File: config.mk
export PLATFORM = sky130hd
export DESIGN_NAME = amm_perf_monitor
export DESIGN_NICKNAME = d
export VERILOG_FILES = /design/src/rtl/amm_perf_monitor.sv
export SDC_FILE = /design/constraint.sdc
export NUM_CORES = 1
export LEC_CHECK = 0
export ABC_CLOCK_PERIOD_IN_PS = 4000
export CAP_MARGIN = 30
export CORE_UTILIZATION = 40
export CTS_CLUSTER_DIAMETER = 120
export DETAILED_ROUTE_END_ITERATION = 7
export GPL_ROUTABILITY_DRIVEN = 1
export HOLD_SLACK_MARGIN = 0.03
export MAX_ROUTING_LAYER = met4
export PLACE_DENSITY = 0.67
export SLEW_MARGIN = 20
export SYNTH_ARGS = -nofsm -noshare
export SYNTH_HDL_FRONTEND = slang
export SYNTH_SLANG_ARGS = --single-unit
File: constraint.sdc
create_clock -name clk_i -period 4 [get_ports clk_i]
set_input_delay 0.4 -clock clk_i [delete_from_list [all_inputs] [get_ports clk_i]]
set_output_delay 0.4 -clock clk_i [all_outputs]
set_load 0.005 [all_outputs]
File: src/rtl/amm_perf_monitor.sv
// Passive Avalon-MM monitor: read-burst latency min/max/sum, throughput counters, sticky protocol errors.
// Define MEAS_HISTOGRAM_EN to add saturating latency histogram bins readable through hist_sel_i/hist_cnt_o.
module amm_perf_monitor #(
  parameter int    AMM_BURST_W = 11,
  parameter int    DATA_B_W    = 8,
  parameter int    MAX_OUTST   = 8,
  parameter int    DELAY_W     = 16,
  parameter string ADDR_TYPE   = "BYTE",
  parameter int    HIST_BINS   = 8,
  parameter int    HIST_SHIFT  = 2
) (
  input  logic                         clk_i,
  input  logic                         rst_i,
  input  logic                         readdatavalid_i,
  input  logic                         waitrequest_i,
  input  logic                         read_i,
  input  logic                         write_i,
  input  logic [AMM_BURST_W-1:0]       burstcount_i,
  input  logic [DATA_B_W-1:0]          byteenable_i,
  input  logic                         start_test_i,
  output logic                         meas_busy_o,
  output logic [31:0]                  wr_ticks_o,
  output logic [31:0]                  wr_units_o,
  output logic [31:0]                  rd_ticks_o,
  output logic [31:0]                  rd_words_o,
  output logic [31:0]                  rd_req_amount_o,
  output logic [2*DELAY_W-1:0]         min_max_delay_o,
  output logic [31:0]                  sum_delay_o,
  output logic [1:0]                   err_o,
  input  logic [$clog2(HIST_BINS)-1:0] hist_sel_i,
  output logic [31:0]                  hist_cnt_o
);

  localparam int PTR_W     = $clog2(MAX_OUTST);
  localparam int CNT_W     = PTR_W + 1;
  localparam int PC_W      = $clog2(DATA_B_W + 1);
  localparam int HB_W      = $clog2(HIST_BINS);
  localparam bit BYTE_MODE = (ADDR_TYPE == "BYTE");

  function automatic logic [31:0] sat_add(input logic [31:0] a, input logic [31:0] b);
    logic [32:0] s;
    s = {1'b0, a} + {1'b0, b};
    return s[32] ? 32'hFFFF_FFFF : s[31:0];
  endfunction

  function automatic logic [PC_W-1:0] popcount(input logic [DATA_B_W-1:0] v);
    logic [PC_W-1:0] n;
    n = '0;
    for (int i = 0; i < DATA_B_W; i++) n = n + PC_W'(v[i]);
    return n;
  endfunction

  logic [AMM_BURST_W-1:0] beats_q [MAX_OUTST];
  logic [AMM_BURST_W-1:0] beats_d [MAX_OUTST];
  logic [DELAY_W-1:0]     delay_q [MAX_OUTST];
  logic [DELAY_W-1:0]     delay_d [MAX_OUTST];
  logic [MAX_OUTST-1:0]   valid_q, valid_d;
  logic [PTR_W-1:0]       wr_ptr_q, wr_ptr_d, rd_ptr_q, rd_ptr_d;
  logic [CNT_W-1:0]       count_q, count_d;
  logic                   s1_valid_q, s1_valid_d;
  logic [DELAY_W-1:0]     s1_lat_q, s1_lat_d;
  logic [DELAY_W-1:0]     min_q, min_d, max_q, max_d;
  logic [31:0]            sum_q, sum_d, req_q, req_d;
  logic [31:0]            wr_ticks_q, wr_ticks_d, wr_units_q, wr_units_d;
  logic [31:0]            rd_ticks_q, rd_ticks_d, rd_words_q, rd_words_d;
  logic [PC_W-1:0]        wu_add_q, wu_add_d;
  logic [1:0]             err_q, err_d;
  logic                   busy_q, busy_d;
  logic                   rd_acc, wr_acc, full, empty, push, beat_hit, pop;
  logic [DELAY_W-1:0]     head_lat;

  // Head slot absorbs data beats; its last beat pops and yields the saturated latency.
  always_comb begin
    rd_acc   = read_i && !waitrequest_i;
    wr_acc   = write_i && !waitrequest_i;
    full     = (count_q == CNT_W'(MAX_OUTST));
    empty    = (count_q == '0);
    push     = rd_acc && !full;
    beat_hit = readdatavalid_i && !empty;
    pop      = beat_hit && (beats_q[rd_ptr_q] == AMM_BURST_W'(1));
    head_lat = (delay_q[rd_ptr_q] == '1) ? delay_q[rd_ptr_q] : delay_q[rd_ptr_q] + DELAY_W'(1);
    valid_d  = valid_q;
    for (int i = 0; i < MAX_OUTST; i++) begin
      beats_d[i] = beats_q[i];
      delay_d[i] = (valid_q[i] && delay_q[i] != '1) ? delay_q[i] + DELAY_W'(1) : delay_q[i];
    end
    if (beat_hit) begin
      beats_d[rd_ptr_q] = beats_q[rd_ptr_q] - AMM_BURST_W'(1);
      if (pop) valid_d[rd_ptr_q] = 1'b0;
    end
    if (push) begin
      beats_d[wr_ptr_q] = burstcount_i;
      delay_d[wr_ptr_q] = '0;
      valid_d[wr_ptr_q] = 1'b1;
    end
    wr_ptr_d = wr_ptr_q + PTR_W'(push);
    rd_ptr_d = rd_ptr_q + PTR_W'(pop);
    count_d  = count_q + CNT_W'(push) - CNT_W'(pop);
  end

  always_comb begin
    s1_valid_d = pop;
    s1_lat_d   = pop ? head_lat : s1_lat_q;
    busy_d     = !empty || s1_valid_q;
    wu_add_d   = wr_acc ? popcount(byteenable_i) : '0;
    wr_ticks_d = sat_add(wr_ticks_q, 32'(write_i));
    wr_units_d = sat_add(wr_units_q, BYTE_MODE ? 32'(wu_add_q) : 32'(wr_acc));
    rd_ticks_d = sat_add(rd_ticks_q, 32'(!empty));
    rd_words_d = sat_add(rd_words_q, 32'(readdatavalid_i));
    err_d      = err_q | {readdatavalid_i && empty, rd_acc && full};
    min_d      = min_q;
    max_d      = max_q;
    sum_d      = sum_q;
    req_d      = req_q;
    if (s1_valid_q) begin
      if (s1_lat_q < min_q) min_d = s1_lat_q;
      if (s1_lat_q > max_q) max_d = s1_lat_q;
      sum_d = sat_add(sum_q, 32'(s1_lat_q));
      req_d = sat_add(req_q, 32'd1);
    end
    // Clear wins over anything that would have landed this cycle; tracker keeps running.
    if (start_test_i) begin
      min_d      = '1;
      max_d      = '0;
      sum_d      = '0;
      req_d      = '0;
      wr_ticks_d = '0;
      wr_units_d = '0;
      rd_ticks_d = '0;
      rd_words_d = '0;
      err_d      = '0;
    end
  end

  always_ff @(posedge clk_i) begin
    if (rst_i) begin
      for (int i = 0; i < MAX_OUTST; i++) begin
        beats_q[i] <= '0;
        delay_q[i] <= '0;
      end
      valid_q    <= '0;
      wr_ptr_q   <= '0;
      rd_ptr_q   <= '0;
      count_q    <= '0;
      s1_valid_q <= 1'b0;
      s1_lat_q   <= '0;
      min_q      <= '1;
      max_q      <= '0;
      sum_q      <= '0;
      req_q      <= '0;
      wr_ticks_q <= '0;
      wr_units_q <= '0;
      rd_ticks_q <= '0;
      rd_words_q <= '0;
      wu_add_q   <= '0;
      err_q      <= '0;
      busy_q     <= 1'b0;
    end else begin
      beats_q    <= beats_d;
      delay_q    <= delay_d;
      valid_q    <= valid_d;
      wr_ptr_q   <= wr_ptr_d;
      rd_ptr_q   <= rd_ptr_d;
      count_q    <= count_d;
      s1_valid_q <= s1_valid_d;
      s1_lat_q   <= s1_lat_d;
      min_q      <= min_d;
      max_q      <= max_d;
      sum_q      <= sum_d;
      req_q      <= req_d;
      wr_ticks_q <= wr_ticks_d;
      wr_units_q <= wr_units_d;
      rd_ticks_q <= rd_ticks_d;
      rd_words_q <= rd_words_d;
      wu_add_q   <= wu_add_d;
      err_q      <= err_d;
      busy_q     <= busy_d;
    end
  end

`ifdef MEAS_HISTOGRAM_EN
  logic [31:0]        hist_q [HIST_BINS];
  logic [31:0]        hist_d [HIST_BINS];
  logic [31:0]        hist_cnt_q, hist_cnt_d;
  logic [DELAY_W-1:0] bin_raw;
  logic [HB_W-1:0]    bin_idx;

  // Latencies beyond the last bin's range all pile into the top bin.
  always_comb begin
    bin_raw    = s1_lat_q >> HIST_SHIFT;
    bin_idx    = (bin_raw > DELAY_W'(HIST_BINS - 1)) ? HB_W'(HIST_BINS - 1) : bin_raw[HB_W-1:0];
    hist_cnt_d = hist_q[hist_sel_i];
    hist_d     = hist_q;
    if (start_test_i) begin
      for (int i = 0; i < HIST_BINS; i++) hist_d[i] = '0;
    end else if (s1_valid_q) begin
      hist_d[bin_idx] = sat_add(hist_q[bin_idx], 32'd1);
    end
  end

  always_ff @(posedge clk_i) begin
    if (rst_i) begin
      for (int i = 0; i < HIST_BINS; i++) hist_q[i] <= '0;
      hist_cnt_q <= '0;
    end else begin
      hist_q     <= hist_d;
      hist_cnt_q <= hist_cnt_d;
    end
  end

  assign hist_cnt_o = hist_cnt_q;
`else
  logic unused_hist_sel;
  assign unused_hist_sel = ^hist_sel_i;
  assign hist_cnt_o      = 32'd0;
`endif

  assign meas_busy_o     = busy_q;
  assign wr_ticks_o      = wr_ticks_q;
  assign wr_units_o      = wr_units_q;
  assign rd_ticks_o      = rd_ticks_q;
  assign rd_words_o      = rd_words_q;
  assign rd_req_amount_o = req_q;
  assign min_max_delay_o = {min_q, max_q};
  assign sum_delay_o     = sum_q;
  assign err_o           = err_q;

endmodule

==> metrics.txt <==
XOR/XNOR Fraction of Synth Area 10.0%; clock slew at reported path FFs approximately 0.060 ns; Switching Share ~26%; DRC errors left 0; Post-Syn Area per Cell between 8 and 9 µm²; Starting DRT DRC Count 1,560; filler instances around 5,800; Initial Util 40.4%; die height 252 µm; YS warnings 0; GRT Residual Overflow 0; Adder-Cell Fraction of Synth Area between 4 and 5%; area share of and/or/nand/nor cells after synthesis 19.5%; CTS resizes 0; Synth Cell Area 24,900 µm²; mux contribution to synthesized area 8.08%; Initial DRT Pass Iterations 5; Post-CTS Setup Repair Bufs 0; most frequent cells after synthesis 482 x dfxtp_1, 375 x nor2_1, 238 x a21oi_1; die width 252 µm; die area about 63,000 µm²; Internal 8.36 mW; num rows 91; GRT Total Usage 21.6%; Crit path arrival time 4.10 ns; Slew Viols, Final 0; Synth Instances ~2,800; CTS tree built; power density over the cells 377 nW/µm²; largest fanout on the critical path 34; crit path capture type register; global-route wire length before repair 107,000 µm; vias in the first global route 19,400; clock latency on the worst-skew pair 0.62 ns; Synth area leader dfxtp_1; Layout area overhead 20.0%; port buffer count around 250; Post-synth EDFFs 0; synthesized flop and latch total 482; core footprint 61,600 µm²; drt total wl 67,600 µm; setup TNS 0 ns; CP startpoint kind register; min-delay worst type input pin to register; Post-DP Area 28,100 µm²; Setup-failing EPs final 0; largest net degree at the start of global routing 102; Hold Violations, Final 0; DR vias 20,900; most used flip-flop cell after synthesis dfxtp_1; DP HPWL 49,200 µm; critical path class register to register; initial antenna violation count 0; htree depth 2; Final Critical Period 3.61 ns; Clock Power Share 45.0%; critical path required time 4.49 ns; Clock Path Buffers 3; worst vdd rail ir drop 0.000365 V; vias per cell roughly 5.3; Ports approximately 290; worst rel slew slack a little over a third; CTS buffer count 52; sequential cell area 9650 µm²; clock skew 0.0208 ns; RSZ-0062 raised after global routing false; Post-layout nets between 3,000 and 4,000; Avg WL per Cell 17.2 µm; Seq pwr share between 40% and 50%; top post-synthesis cells by area dfxtp_1 39%, xor2_1 5.7%, nor2_1 5.7%; layout cells sized above 1 6.79%; final core area utilization 48.5%; clock sinks 482; Max Clk Rate about 280 MHz; sequential share of the synthesized area 38.7%; GPL Wtd Cong 0.916; compound-cell area share of the yosys netlist 13.7%; number of nets with antenna violations after routing 0; cell with the most instances after synthesis dfxtp_1; # diodes 0; final cycle utilization of the critical path 90.2%; post-synth cell types 87; top-area cell type share of the netlist area 38.7%; Slew @ Worst Pin 0.959 ns; net load switching power 2.90 mW; Root Buffer clkbuf_16; max-cap viol count 0; status completed; multi-input gate area in the final layout 14,100 µm²; largest family of logic cells by synthesized area simple AND/OR/NAND/NOR gates; post-route cell area 29,900 µm²; leak pwr 11.2 nW; Comb pwr share 11.1%; Post-synth ARST share 0%; hold_buf cts 0
## sequential cells by signal (all words and copies together) (netlist names), 3 cells and up
| signal | cells |
|---|---|
| delay_q | 128 |
| beats_q | 88 |
| rd_req_amount_o | 32 |
| rd_ticks_o | 32 |
| rd_words_o | 32 |
| sum_delay_o | 32 |
| wr_ticks_o | 32 |
| wr_units_o | 32 |
| max_q | 16 |
| min_q | 16 |
| s1_lat_q | 16 |
| valid_q | 8 |
| count_q | 4 |
| wu_add_q | 4 |
| rd_ptr_q | 3 |
| wr_ptr_q | 3 |
## cell families (layout without fill, tap and decap cells)
group / after synthesis / in the layout
simple gates: 1023 / 1023
other cells: 1 / 32
fa+ha+maj: 89 / 89
flops: 482 / 482
xor+xnor: 283 / 283
buf+inv: 273 / 491
compound gates: 547 / 547
mux: 147 / 147
## power by group through the flow
stage               logic, mW  clock network, mW  registers, mW
finish                   1.25               5.07           4.95
global placement         1.22                  0           5.05
detailed placement       1.23                  0           5.05
floorplan               0.894                  0           5.03
CTS                      1.24               5.20           4.94
global route             1.36               5.38           4.95
## layer usage
| metal | global-route usage [%] | routed length (µm) | vias to the layer above | part of all wire, % |
|---|---|---|---|---|
| li1 | - | - | 10400 | - |
| met1 | 27.6 | 30300 | 9893 | 45 |
| met2 | 34.7 | 31600 | 523 | 47 |
| met3 | 3.74 | 4050 | 94 | 6.0 |
| met4 | 6.46 | 1730 | 0 | 2.6 |
| met5 | - | 0 | - | 0 |
## layout by cell type, fill, tap and decap left out, drive strengths merged, types with 24 or more instances in the layout
master,Yosys,routed
nand4,69,69
a211oi,94,94
o211ai,30,30
nor2,375,375
xor2,165,165
dfxtp,482,482
nor3,48,48
inv,87,89
buf,74,56
nand3,123,123
ha,82,82
conb,1,32
clkdlybuf4s50,0,251
nand2,216,216
xnor2,118,118
a21oi,238,238
and3,51,51
o22ai,27,27
mux2i,101,101
clkbuf,109,77
and4,24,24
o21ai,54,54
mux4,37,37
## critical path, stage by stage, from the launching register on
cell,delay (ns)
dfxtp_4,0.64
mux4_2,0.58
mux2i_1,0.35
and4_1,0.35
nand2_1,0.16
nor3_1,0.28
ha_1,0.27
inv_1,0.05
ha_1,0.15
inv_1,0.06
fa_1,0.37
xor2_1,0.16
nor2_1,0.05
## through the flow
step / worst slack (ns) / cells / hold slack (ns) / power (mW)
after floorplan: 0.467 / 2876 / 0.454 / 5.92
after global placement: 0.375 / 3836 / 0.451 / 6.27
after detailed placement: 0.388 / 3836 / 0.462 / 6.28
after CTS: 0.386 / 3931 / 0.234 / 11.4
after global routing: 0.0731 / 3931 / 0.281 / 11.7
final: 0.392 / 3931 / 0.242 / 11.3
## worst paths after layout
path	from	depth (start not counted)	slack, ns	to
worst max-delay path	rd_ptr_q[0]$_SDFF_PP0_	12	0.39	count_q[2]$_SDFF_PP0_
worst min register to register	err_o[0]$_SDFF_PP0_	2	0.47	err_o[0]$_SDFF_PP0_
worst max register to register	rd_ptr_q[0]$_SDFF_PP0_	12	0.39	count_q[2]$_SDFF_PP0_
worst min-delay path	rst_i	2	0.24	meas_busy_o$_SDFF_PP0_
## area by class of cell
type	count	area share [%]
multi-input cells	2121	47.1
flip-flops and latches	482	32.3
repair buffers	307	9.94
clock buffers	77	5.14
well taps	837	3.50
inverters	89	1.13
clock inverters	18	0.912
(Power assumes the default switching activity.)
